## config.mk

```make
export PLATFORM = sky130hd
export DESIGN_NAME = mult_final_adder
export DESIGN_NICKNAME = d
export VERILOG_FILES = /design/src/rtl/mult_pkg.sv /design/src/rtl/approx_half_adder_w.sv /design/src/rtl/mult_final_adder.sv
export SDC_FILE = /design/constraint.sdc
export NUM_CORES = 1
export LEC_CHECK = 0
export BUFFER_PORTS_ARGS = -buffer_cell sky130_fd_sc_hd__buf_4
export CAP_MARGIN = 30
export CORE_MARGIN = 4
export CORE_UTILIZATION = 55
export DETAILED_ROUTE_END_ITERATION = 6
export GPL_TIMING_DRIVEN = 0
export HOLD_SLACK_MARGIN = 0.02
export PLACE_DENSITY = 0.81
export SLEW_MARGIN = 5
export SYNTH_ARGS = -nofsm -noshare
export SYNTH_HDL_FRONTEND = slang
export SYNTH_SLANG_ARGS = --single-unit
```

## constraint.sdc

```tcl
create_clock -name clk -period 3.16 [get_ports clk]
set_clock_uncertainty 0.1 [all_clocks]
set_input_delay 0 -clock clk [delete_from_list [all_inputs] [get_ports clk]]
set_output_delay 0 -clock clk [all_outputs]
set_load 0.005 [all_outputs]
```

## src/rtl/mult_pkg.sv

```systemverilog
// Shared multiplier datapath definitions: product geometry and the
// residual row pair handed from the reduction tree to the final adder.
package mult_pkg;

   localparam int PROD_W = 32;
   localparam int HALF_W = PROD_W / 2;

   typedef struct packed {
      logic [PROD_W-1:0] sum;
      logic [PROD_W-1:0] carry;
   } row_pair_t;

   // Exact reference resolution of a row pair, including the carry out.
   function automatic logic [PROD_W:0] resolve_rows(input row_pair_t rp);
      return {1'b0, rp.sum} + {1'b0, rp.carry};
   endfunction

endpackage

```

## src/rtl/approx_half_adder_w.sv

```systemverilog
// Combinational W-bit adder whose lowest APPROX_LSBS bits are a plain OR
// (no carry generation); the carry-in enters at the first exact bit.
module approx_half_adder_w #(
   parameter int W           = 16,
   parameter int APPROX_LSBS = 0
) (
   input  logic [W-1:0] a,
   input  logic [W-1:0] b,
   input  logic         cin,
   output logic [W-1:0] sum,
   output logic         cout
);

   generate
      if (APPROX_LSBS == 0) begin : g_exact
         logic [W:0] full;
         assign full = {1'b0, a} + {1'b0, b} + {{W{1'b0}}, cin};
         assign sum  = full[W-1:0];
         assign cout = full[W];
      end else if (APPROX_LSBS >= W) begin : g_or
         // Whole word approximated: the carry-in has nowhere to go but out.
         assign sum  = a | b;
         assign cout = cin;
      end else begin : g_mixed
         localparam int HW = W - APPROX_LSBS;
         logic [HW:0] upper;
         assign upper = {1'b0, a[W-1:APPROX_LSBS]} + {1'b0, b[W-1:APPROX_LSBS]}
                      + {{HW{1'b0}}, cin};
         assign sum   = {upper[HW-1:0], a[APPROX_LSBS-1:0] | b[APPROX_LSBS-1:0]};
         assign cout  = upper[HW];
      end
   endgenerate

endmodule

```

## src/rtl/mult_final_adder.sv

```systemverilog
// Final carry-propagate stage of the multiplier: resolves the sum/carry rows
// into the product over two pipeline stages (low half, then high half).
module mult_final_adder
   import mult_pkg::*;
#(
   parameter int W           = PROD_W,
   parameter int APPROX_LSBS = 0,
   parameter int CNT_W       = 16
) (
   input  logic             clk,
   input  logic             rst,
   input  logic             in_valid,
   output logic             in_ready,
   input  logic [W-1:0]     row_a,
   input  logic [W-1:0]     row_b,
   output logic             out_valid,
   input  logic             out_ready,
   output logic [W-1:0]     product,
   output logic             carry_out,
   output logic [CNT_W-1:0] op_count
);

   localparam int H = W / 2;

   // Handshake: a transfer happens on any edge where valid && ready at that
   // interface. Each stage advances when it is empty or its successor
   // advances, so in_ready ripples combinationally back from out_ready.
   logic s1_adv, s2_adv;

   logic         s1_valid;
   logic [H-1:0] s1_lo;
   logic         s1_c1;
   logic [H-1:0] s1_hi_a;
   logic [H-1:0] s1_hi_b;

   logic         s2_valid;

   logic [H-1:0] lo_sum;
   logic         lo_cout;
   logic [H-1:0] hi_sum;
   logic         hi_cout;

   assign s2_adv    = !s2_valid || out_ready;
   assign s1_adv    = !s1_valid || s2_adv;
   assign in_ready  = s1_adv;
   assign out_valid = s2_valid;

   approx_half_adder_w #(
      .W           (H),
      .APPROX_LSBS (APPROX_LSBS)
   ) u_lo_add (
      .a    (row_a[H-1:0]),
      .b    (row_b[H-1:0]),
      .cin  (1'b0),
      .sum  (lo_sum),
      .cout (lo_cout)
   );

   approx_half_adder_w #(
      .W           (H),
      .APPROX_LSBS (0)
   ) u_hi_add (
      .a    (s1_hi_a),
      .b    (s1_hi_b),
      .cin  (s1_c1),
      .sum  (hi_sum),
      .cout (hi_cout)
   );

   // Stage 1: low-half sum, its carry, and the untouched high halves.
   always_ff @(posedge clk or posedge rst) begin
      if (rst) begin
         s1_valid <= 1'b0;
         s1_lo    <= '0;
         s1_c1    <= 1'b0;
         s1_hi_a  <= '0;
         s1_hi_b  <= '0;
      end else if (s1_adv) begin
         s1_valid <= in_valid;
         if (in_valid) begin
            s1_lo   <= lo_sum;
            s1_c1   <= lo_cout;
            s1_hi_a <= row_a[W-1:H];
            s1_hi_b <= row_b[W-1:H];
         end
      end
   end

   // Stage 2: data only loads from a valid S1 so outputs hold while idle.
   always_ff @(posedge clk or posedge rst) begin
      if (rst) begin
         s2_valid  <= 1'b0;
         product   <= '0;
         carry_out <= 1'b0;
      end else if (s2_adv) begin
         s2_valid <= s1_valid;
         if (s1_valid) begin
            product   <= {hi_sum, s1_lo};
            carry_out <= hi_cout;
         end
      end
   end

   always_ff @(posedge clk or posedge rst) begin
      if (rst) begin
         op_count <= '0;
      end else if (out_valid && out_ready && (op_count != {CNT_W{1'b1}})) begin
         op_count <= op_count + CNT_W'(1);
      end
   end

endmodule
```

After elaboration in Yosys (flattened, before gate mapping)
Index checks and enable logic that the tools add are counted.
{"block": "totals", "regBits": 100, "inputBits": 68}
{"block": "op_classes", "addsub": 4, "n_eq_ne": 1, "n_reduce_logical": 8}
{"operator": "adder 16 x 16 -> 17 bit", "count": 2}
{"operator": "adder 17 x 1 -> 17 bit", "count": 1}
{"operator": "adder 16 x 1 -> 16 bit (second input constant)", "count": 1}
{"operator": "!= test 16 bit (second input constant)", "count": 1}
{"operator": "AND reduction 2 bit", "count": 2}
{"operator": "logical AND 1 bit", "count": 2}
{"operator": "logical NOT 1 bit", "count": 2}
{"operator": "logical OR 1 bit", "count": 2}

Logic depth before layout (Yosys ltp)
{"block": "logic_depth", "word_depth": 4, "depth_mapped": 7, "ltp_nobuf": 7}

Modules after synthesis
From an unflattened synthesis, not the netlist that was laid out.
{"block": "hier_totals", "hier_cells": 435, "area_unflattened_um2": 5383.9}
{"module": "mult_final_adder", "instances": 1, "cells_each": 257, "area_each_um2": 3917.5}
{"module": "approx_half_adder_w", "instances": 2, "cells_each": 89, "area_each_um2": 733.2}

Worst setup path after synthesis
Ideal clock, no wire load.
{"block": "synth_path", "path_type": "register to register", "start": "register s1_c1", "end": "register product[28]", "setup_time_ps": 146, "arrival_ps": 2199, "slack_ps": 715, "stages_incl_launch_ff": 8, "period_less_slack_ps": 2445, "path_cell_list": "dfrtp_1 -> fa_1 -> fa_1 -> a211oi_1 -> o2111ai_1 -> o211ai_1 -> mux2i_1 -> o311ai_0"}
{"block": "synth_via", "elab_chain_len": 1}
{"item": "start: declaration", "line_no": "mult_final_adder.sv:32", "text": "logic s1_c1;"}
{"item": "start signal: assignment", "line_no": "mult_final_adder.sv:82", "text": "s1_c1 <= lo_cout;"}
{"item": "adder 17 x 1 -> 17 bit", "line_no": "approx_half_adder_w.sv:17", "text": "assign full = {1'b0, a} + {1'b0, b} + {{W{1'b0}}, cin};"}
{"item": "end signal: assignment", "line_no": "mult_final_adder.sv:98", "text": "product <= {hi_sum, s1_lo};"}
{"item": "end: declaration", "line_no": "mult_final_adder.sv:18", "text": "output logic [W-1:0] product,"}
No other way between the ends.
A chain may end at the register's enable or synchronous reset.

Worst setup path after layout
Same ends and word-level chain as after synthesis.

==> qor.yml <==
status: "complete, no violations"
cts_tree: "built"
grt_pass1_vias: 5105
p_sw_share_pct: 35.5
crit_family: "adder cells"
rsz0062_at_grt: "false"
wl_per_cell_um: 15.6
vias: 5071
multi_input_area_sq_mm: 0.00284
portBuffers: 118
antenna_found_initial: 0
grtUsageTotal_pct: 25.5
clk_path_buf_depth: 2
cp_slowest_cell: "fa_1"
die_area_sq_mm: 0.0117
final_hold_viol_count: 0
path_class: "register to register"
postCtsSetupRepairBufs: 0
p_sw_mw: 1.40
p_int_mw: 2.55
synthCells: 615
place_inst: 867
tightest_slew_ps: 531
drive_gt1_share_pct: 20.5
ys_warn_count: 0
antenna_left: 0
fillers: 725
setup_violations: 0
fp.dieH_um: 108
fin_crit_sh_pct: 87.4
core_area_sq_mm: 0.00977
worstSetupStartpointType: "register"
synth-edff-count: 0
crit_buf_inv: 0
power_mw: 3.95
drcViolationCount: 0
gr-max-usage-layer: "met2"
htreeDepth: 3
cp_max_fo: 3
firstDrtPassIters: 5
clockRootBuffer: "clkbuf_8"
drt-initial-drc-count: 240
synth_area_sq_mm: 0.00550
ys.flop_type: "dfrtp_1"
rows: 36
min_path_type: "input port to register"
wl_um: 14400
cts_resized: 0
fmax_mhz: 362
path_clk_slew_ps: 100
worstSetupPathDepth: 7
insertion_delay_ps: 370
layout.area.seq_sq_mm: 0.00250
comb_power_share_pct: 35.7
tns_ps: 0
synth_seq_cells: 100
ys_types: 60
slew-limit-headroom_pct: 64.6
postPlaceCellArea_sq_mm: 0.00658
nets: 888
grtUsageMet3_pct: 3.40
p_per_area_mw_per_mm2: 552
die-width_um: 108
path_common_cell: "fa_1"
grt_overflow: 0
clock_power_share_pct: 19.4
max_cap_viol_count: 0
use_met2_pct: 44.0
grt_max_degree: 66
slew_violations: 0
fin_area_sq_mm: 0.00716
slowest_delay_ps: 480
worstRegToRegCells: 7
cts.sink_count: 100
initial_core_util_pct: 56.2
grt_use_met1_pct: 33.5
crit_arrival_ps: 2890
irDropWorstVdd_mv: 0.367
stdcell_count: 923
async_reset_ff_share_pct: 100
power.leakage_nw: 3.59
final_util_pct: 73.3
syn_avg_cell_area_sq_um: 8.94
syn_nets: 718
hold_path_depth: 5
seqPwrFrac_pct: 44.9
final_cell_mix: "210 x nand2_1, 119 x buf_4, 100 x dfrtp_1"
required_ps: 3290
gp_congestion: 0.866
num_io_pins: 119
critPathCaptureType: "register"
finalCriticalPeriod_ps: 2760
crit_chain: "fa_1 -> fa_1 -> a211oi_1 -> o2111ai_1 -> o211ai_1 -> mux2i_1 -> o311ai_0"
vias_per_cell: 5.49
cts_inserted_buffers: 9
dp_hpwl_um: 10600
seq_area_frac_synth_pct: 45.5
grt_pass1_wl_um: 23700
final_common_cell: "nand2_1"
syn2layout_area_growth_pct: 30.3
final timing paths:
check / end / startpoint / slack [ps]
max: product[28]$_DFFE_PP0P_ / s1_c1$_DFFE_PP0P_ / 400
min: s1_c1$_DFFE_PP0P_ / row_b[15] / 60
max reg2reg: product[28]$_DFFE_PP0P_ / s1_c1$_DFFE_PP0P_ / 400
min reg2reg: product[10]$_DFFE_PP0P_ / s1_lo[10]$_DFFE_PP0P_ / 380
max in group asynchronous: s1_hi_a[6]$_DFFE_PP0P_ / rst / 2180
min in group asynchronous: op_count[6]$_DFFE_PP0P_ / rst / 100
worst min-delay path: stages:
cell and delay, ps:
buf_4 80, ha_1 140, nor2_1 50, o311ai_1 100, o21a_1 120
power groups by stage:
stage	Sequential (mW)	Clock (mW)	Combinational, mW
after floorplan	1.76	0	0.774
after global placement	1.77	0	1.31
after detailed placement	1.79	0	1.36
after CTS	1.77	0.783	1.41
after global routing	1.81	0.837	1.57
final	1.77	0.768	1.41
cell type report:
type	count	area share [%]
clock buffer	9	1.73
antenna	1	0.0349
clock inverter	6	0.803
multi-input combinational	477	39.6
sequential	100	34.9
tap	133	2.32
timing repair buffer	159	18.3
inverter	15	0.821
buffer	23	1.41
synthesized netlist by cell type, drive strengths merged (4+ instances only):
cell    instances  area (sq um)
o21ai          33           169
a31oi           8          65.1
a211oi          4          42.5
nand2         210           788
nand4          10          62.6
a21o            8          60.1
a21oi          25           133
buf            13          63.8
ha             32           400
xor2           12           105
nor3            7          40.0
o21a            4          30.0
nor2           18          67.6
a211o           4          35.0
clkbuf         10          37.5
dfrtp         100          2500
nand3          17          90.1
xnor2          21           184
nand2b          4          25.0
and3            6          37.5
inv            15          56.3
o211ai          6          50.1
metrics by stage:
step / hold slack [ps] / worst slack, ps
floorplan: 5.44 / 441
CTS: 36.8 / 410
global placement: 90.1 / -574
finish: 61.6 / 399
detailed placement: -41.0 / 442
global route: 49.5 / 220
sequential cells by signal, indices dropped and copies added (netlist names):
name	count
carry_out	1
op_count	16
s1_lo	16
s1_c1	1
product	32
s1_valid	1
out_valid	1
s1_hi_a	16
s1_hi_b	16
metal layers:
metal / vias to the layer above / routed length, um
li1: 2447 / -
met1: 2433 / 6330
met2: 170 / 7050
met3: 21 / 783
met4: 0 / 248
met5: - / 0
kinds of logic (layout without fill, tap and decap cells):
family / after synthesis / after routing / share of synthesized area (%)
multiplexers: 2 / 2 / 0.387
flip-flops: 100 / 100 / 45.5
AND/OR/NAND/NOR: 288 / 288 / 22.4
buffers and inverters: 38 / 212 / 2.87
adder cells (fa/ha/maj): 35 / 35 / 8.38
AO/OA/AOI/OAI: 119 / 119 / 15.2
XOR/XNOR: 33 / 33 / 5.26
other: 0 / 1 / 0
timing repair:
| item | 4_1_cts | 5_1_grt |
|---|---|---|
| hold buffers | 40 | 0 |
| hold endpoints to repair | 141 | 0 |
| endpoints found under the setup margin | 0 | 0 |
No activity file was read; power rests on OpenSTA's default activity.
